File: config.mk
export PLATFORM = sky130hd
export DESIGN_NAME = sqrt_coeff_arbiter
export DESIGN_NICKNAME = d
export VERILOG_FILES = /design/src/rtl/awgn_pkg.sv /design/src/rtl/sqrt_arb2.sv /design/src/rtl/sqrt_coeff_arbiter.sv
export SDC_FILE = /design/constraint.sdc
export NUM_CORES = 1
export LEC_CHECK = 0
export CAP_MARGIN = 30
export CELL_PAD_IN_SITES_DETAIL_PLACEMENT = 2
export CELL_PAD_IN_SITES_GLOBAL_PLACEMENT = 2
export CORE_ASPECT_RATIO = 0.5
export CORE_UTILIZATION = 25
export DETAILED_ROUTE_END_ITERATION = 16
export DONT_BUFFER_PORTS = 1
export HOLD_SLACK_MARGIN = 0.1
export PLACE_DENSITY_LB_ADDON = 0.1
export SLEW_MARGIN = 20
export SYNTH_ARGS = -nofsm -noshare
export SYNTH_HDL_FRONTEND = slang
export SYNTH_SLANG_ARGS = --single-unit
File: constraint.sdc
create_clock -name clk -period 2.1 [get_ports clk]
set_input_delay 0.42 -clock clk [delete_from_list [all_inputs] [get_ports clk]]
set_output_delay 0.42 -clock clk [all_outputs]
set_load 0.01 [all_outputs]
File: src/rtl/awgn_pkg.sv
// Shared constants for the sqrt coefficient path: default table geometry,
// coefficient-word field positions and the response-register state type.
package awgn_pkg;

  localparam int SQRT_ADDR_W = 6;
  localparam int SQRT_C1_W   = 12;
  localparam int SQRT_C0_W   = 20;

  // Coefficient word layout: {c1 slope, c0 offset}
  localparam int SQRT_C1_LSB = 20;
  localparam int SQRT_C0_LSB = 0;

  typedef enum logic {
    ST_EMPTY = 1'b0,
    ST_FULL  = 1'b1
  } arb_state_e;

endpackage

File: src/rtl/sqrt_arb2.sv
// Two-way grant for the sqrt coefficient table.
// SQRT_COEFF_ARB_RR_EN selects round-robin (grant the requester not granted
// last time); without it requester 0 always wins.
module sqrt_arb2 (
  input  logic [1:0] req,
  input  logic       last,
  input  logic       en,
  output logic [1:0] gnt
);

`ifdef SQRT_COEFF_ARB_RR_EN
  // Round-robin: on contention favour the requester that did not win last
  always_comb begin
    gnt = 2'b00;
    if (en) begin
      case (req)
        2'b01:   gnt = 2'b01;
        2'b10:   gnt = 2'b10;
        2'b11:   gnt = last ? 2'b01 : 2'b10;
        default: gnt = 2'b00;
      endcase
    end
  end
`else
  logic unused_last;
  assign unused_last = last;

  // Fixed priority: requester 0 beats requester 1
  always_comb begin
    gnt = 2'b00;
    if (en) begin
      if (req[0])      gnt = 2'b01;
      else if (req[1]) gnt = 2'b10;
    end
  end
`endif

endmodule

File: src/rtl/sqrt_coeff_arbiter.sv
// Arbitrates two requesters onto one external combinational sqrt coefficient
// table and returns the split {c1, c0} word through a single response
// register (1-cycle latency, one response per cycle when drained).
// Build option: SQRT_COEFF_ARB_RR_EN enables round-robin arbitration;
// default is fixed priority with requester 0 winning.
module sqrt_coeff_arbiter
  import awgn_pkg::*;
#(
  parameter int ADDR_W = SQRT_ADDR_W,
  parameter int C1_W   = SQRT_C1_W,
  parameter int C0_W   = SQRT_C0_W
) (
  input  logic                 clk,
  input  logic                 rst_n,
  input  logic [1:0]           req_valid,
  input  logic [ADDR_W-1:0]    req_addr0,
  input  logic [ADDR_W-1:0]    req_addr1,
  output logic [1:0]           req_ready,
  output logic [ADDR_W-1:0]    rom_addr,
  input  logic [C1_W+C0_W-1:0] rom_data,
  output logic [1:0]           resp_valid,
  input  logic [1:0]           resp_ready,
  output logic [C1_W-1:0]      resp_c1,
  output logic [C0_W-1:0]      resp_c0
);

  arb_state_e      st;
  logic            owner;
  logic            last;
  logic            drain;
  logic            can_grant;
  logic [1:0]      gnt;
  logic [C1_W-1:0] c1_q;
  logic [C0_W-1:0] c0_q;

  // Register is free when empty, or when its owner takes the response now.
  // Non-owner resp_ready bits are ignored by construction.
  assign drain     = (st == ST_FULL) && resp_ready[owner];
  assign can_grant = rst_n && ((st == ST_EMPTY) || drain);

  sqrt_arb2 u_arb (
    .req  (req_valid),
    .last (last),
    .en   (can_grant),
    .gnt  (gnt)
  );

  assign req_ready = gnt;

  // Table address follows the winner; requester 0's address when idle
  assign rom_addr = gnt[1] ? req_addr1 : req_addr0;

  // Response register: capture on accept, clear on handshake, hold otherwise
  always_ff @(posedge clk or negedge rst_n) begin
    if (!rst_n) begin
      st    <= ST_EMPTY;
      owner <= 1'b0;
      c1_q  <= '0;
      c0_q  <= '0;
    end else if (|gnt) begin
      st    <= ST_FULL;
      owner <= gnt[1];
      c1_q  <= rom_data[SQRT_C1_LSB +: C1_W];
      c0_q  <= rom_data[SQRT_C0_LSB +: C0_W];
    end else if (drain) begin
      st    <= ST_EMPTY;
    end
  end

`ifdef SQRT_COEFF_ARB_RR_EN
  // Last-granted pointer moves only on an accepted request; reset value 1
  // makes requester 0 the first winner on contention.
  always_ff @(posedge clk or negedge rst_n) begin
    if (!rst_n)    last <= 1'b1;
    else if (|gnt) last <= gnt[1];
  end
`else
  assign last = 1'b1;
`endif

  assign resp_valid = (st == ST_FULL) ? (owner ? 2'b10 : 2'b01) : 2'b00;
  assign resp_c1    = c1_q;
  assign resp_c0    = c0_q;

endmodule

==> results.sh <==
export IMPL_status="complete, no violations"
export IMPL_route_met2_wl_um=1780
export IMPL_dp_hpwl_um=2450
export IMPL_cts_buffers_inserted=5
export IMPL_synth_commonest_cells="mux2_2, dfrtp_1, buf_6, nand2_1"
export IMPL_grt_max_degree=35
export IMPL_tightest_slew_ns=0.443
export IMPL_relSlewSlack_pct=70.2
export IMPL_drv_cap=0
export IMPL_grt_overflow=0
export IMPL_ant_nets=0
export IMPL_ys_flop_type="dfrtp_1"
export IMPL_cts_tree="built"
export IMPL_antenna_found_initial=0
export IMPL_chipHeight_um=55.2
export IMPL_clockRootBuffer="clkbuf_16"
export IMPL_synth_area_per_cell_um2=16.1
export IMPL_yosysMostFrequentCell="mux2_2"
export IMPL_slowest_delay_ns=0.43
export IMPL_fmax_mhz=479
export IMPL_fin_cells=169
export IMPL_drive_gt1_share_pct=54.5
export IMPL_die_area_mm2=0.00597
export IMPL_clock_skew_ns=0.00106
export IMPL_wl_met3_um=301
export IMPL_synth_area_leaders="dfrtp_1, mux2_2, buf_6, mux2_1, a211oi_4"
export IMPL_place_gp_congestion=0.679
export IMPL_synth_cell_types=14
export IMPL_grt_total_usage_pct=11.6
export IMPL_core_area_mm2=0.00518
export IMPL_yosysSeqAreaShare_pct=60.2
export IMPL_slew_violations=0
export IMPL_portBuffers=0
export IMPL_end_kind="primary output"
export IMPL_yosys_warnings=0
export IMPL_async_flop_share_pct=100
export IMPL_syn_area_mm2=0.00141
export IMPL_fin_crit_sh_pct=99.4
export IMPL_clock_sinks=34
export IMPL_grt_pass1_wl_um=5000
export IMPL_drt_iter0_drc=19
export IMPL_layout_nets=149
export IMPL_yosysTopAreaCellShare_pct=60.2
export IMPL_crit_type="register to primary output"
export IMPL_grt_pass1_vias=953
export IMPL_crit_path_start_kind="register"
export IMPL_first_pass_iters=3
export IMPL_fin_ws_ns=0.0120
export IMPL_crit_path_cell_trace="mux2i_4 -> a211oi_4 -> buf_6 -> mux2_2"
export IMPL_hold_viol=0
export IMPL_place_inst=157
export IMPL_antenna_cells=0
export IMPL_path_max_fanout=7
export IMPL_ys_ff_latch=34
export IMPL_cp_slowest_cell="dfrtp_2"
export IMPL_cp_arrival_ns=1.67
export IMPL_yosys_area_top_type="dfrtp_1"
export IMPL_die_w_um=108
export IMPL_drc=0
export IMPL_crit_required_ns=1.68
export IMPL_p_per_area_mw_per_mm2=1140
export IMPL_synth_edff_count=0
export IMPL_synthesis_nets=138
export IMPL_max_clock_path_buffers=2
export IMPL_hold_path_class="primary input to register"
export IMPL_p_total_w=0.00195
export IMPL_leakagePower_nw=0.684
export IMPL_grt_setup_unrepaired="yes"
export IMPL_core_rowCount=18
export IMPL_clk_pin_slew_worst_paths_ns=0.05
export IMPL_initial_utilization_pct=27.3
export IMPL_place_ws_ns=0.200
export IMPL_synth_cells=88
export IMPL_ioPinCount=92
export IMPL_tns_ns=0
export IMPL_h_tree_depth=2
export IMPL_vias=802
export IMPL_areaGrowthSynthToFinish_pct=20.6
export IMPL_fin_area_mm2=0.00170
export IMPL_wl_per_cell_um=19.5
export IMPL_vias_per_cell=4.75
export IMPL_routed_wl_um=3290
export IMPL_worst_skew_pair_late_latency_ns=0.27
export IMPL_period_minus_slack_ns=2.09
export IMPL_top_layer="met4"
export IMPL_place_area_mm2=0.00150
export IMPL_vdd_ir_drop_worst_uv=327
export IMPL_wl_met1_um=1190
export IMPL_setup_viol=0
==> final timing paths <==
| kind | startpoint | endpoint | slack (ns) | cells after the start |
|---|---|---|---|---|
| min in group asynchronous | rst_n | resp_c0[5]$_DFFE_PN0P_ | 0.61 | 2 |
| min | rst_n | owner$_DFFE_PN0P_ | 0.25 | 1 |
| max reg2reg | owner$_DFFE_PN0P_ | resp_c1[6]$_DFFE_PN0P_ | 0.55 | 4 |
| max in group asynchronous | rst_n | owner$_DFFE_PN0P_ | 1.31 | 2 |
| max | owner$_DFFE_PN0P_ | rom_addr[5] | 0.01 | 4 |
| min reg2reg | resp_c0[19]$_DFFE_PN0P_ | resp_c0[19]$_DFFE_PN0P_ | 0.56 | 1 |
==> what timing repair did <==
| action | 4_1_cts | 5_1_grt |
|---|---|---|
| pin swaps | 1 | 0 |
| hold buffers | 2 | 0 |
| hold endpoints to repair | 34 | 0 |
| setup buffers | 2 | 1 |
| resized for setup | 3 | 0 |
| endpoints found under the setup margin | 6 | 6 |
==> placed cells by master, fill, tap and decap left out, drive strengths merged <==
| cell type | Yosys | routed |
|---|---|---|
| a211oi | 1 | 1 |
| dlygate4sd3 | 0 | 1 |
| buf | 3 | 6 |
| and3 | 1 | 1 |
| clkinvlp | 0 | 1 |
| nand2b | 1 | 1 |
| a21oi | 1 | 1 |
| o21ai | 1 | 1 |
| mux2i | 1 | 1 |
| and2 | 1 | 1 |
| clkbuf | 0 | 6 |
| dfrtp | 34 | 34 |
| a31oi | 2 | 2 |
| nand2 | 3 | 3 |
| mux2 | 38 | 38 |
| and2b | 1 | 1 |
==> state kept, by name, summed over array words and instances (netlist names) <==
register  flops
resp_c1      12
st            1
owner         1
resp_c0      20
==> logic make-up (layout without fill, tap and decap cells) <==
group,count (synthesis),count (layout),share of synthesized area (%)
AND/OR/NAND/NOR,7,7,2.84
flip-flops,34,34,60.2
buffers and inverters,3,14,2.39
AO/OA/AOI/OAI,5,5,3.28
multiplexers,39,39,31.3
==> per-stage QoR <==
step           hold WS [ns]  util, %
3_5_place_dp          0.125     29.0
3_3_place_gp          0.125     29.0
5_1_grt               0.242     32.9
2_1_floorplan         0.124        -
6_report              0.251     32.9
4_1_cts               0.242     32.8
==> layer usage <==
metal  track usage, %  vias up
met4             4.05        0
met5                0        -
met1             11.9      411
li1                 -      335
met3             4.45        2
met2             22.5       54
==> layout make-up <==
cell class                      count  area, um2
Fill cell                         541       3480
Sequential cell                    34        852
Multi-Input combinational cell     51        544
Clock buffer                        6        129
Tap cell                           70       87.6
Timing Repair Buffer                7       83.8
Clock inverter                      1       7.51
==> power breakdown <==
part	total, W	internal, W	switching, W	leakage (nW)
logic	0.000281	0.000171	0.000110	0.225
registers	0.000991	0.000808	0.000183	0.396
clock network	0.000679	0.000432	0.000247	0.0629
==> worst max-delay path, delay by kind of cell (launching register included) <==
family	cells	cell delay [ns]
buffers and inverters	1	0.15
DFF	1	0.43
muxes	2	0.59
AOI/OAI and AO/OA	1	0.22
Power figures use the tool's default switching activity.
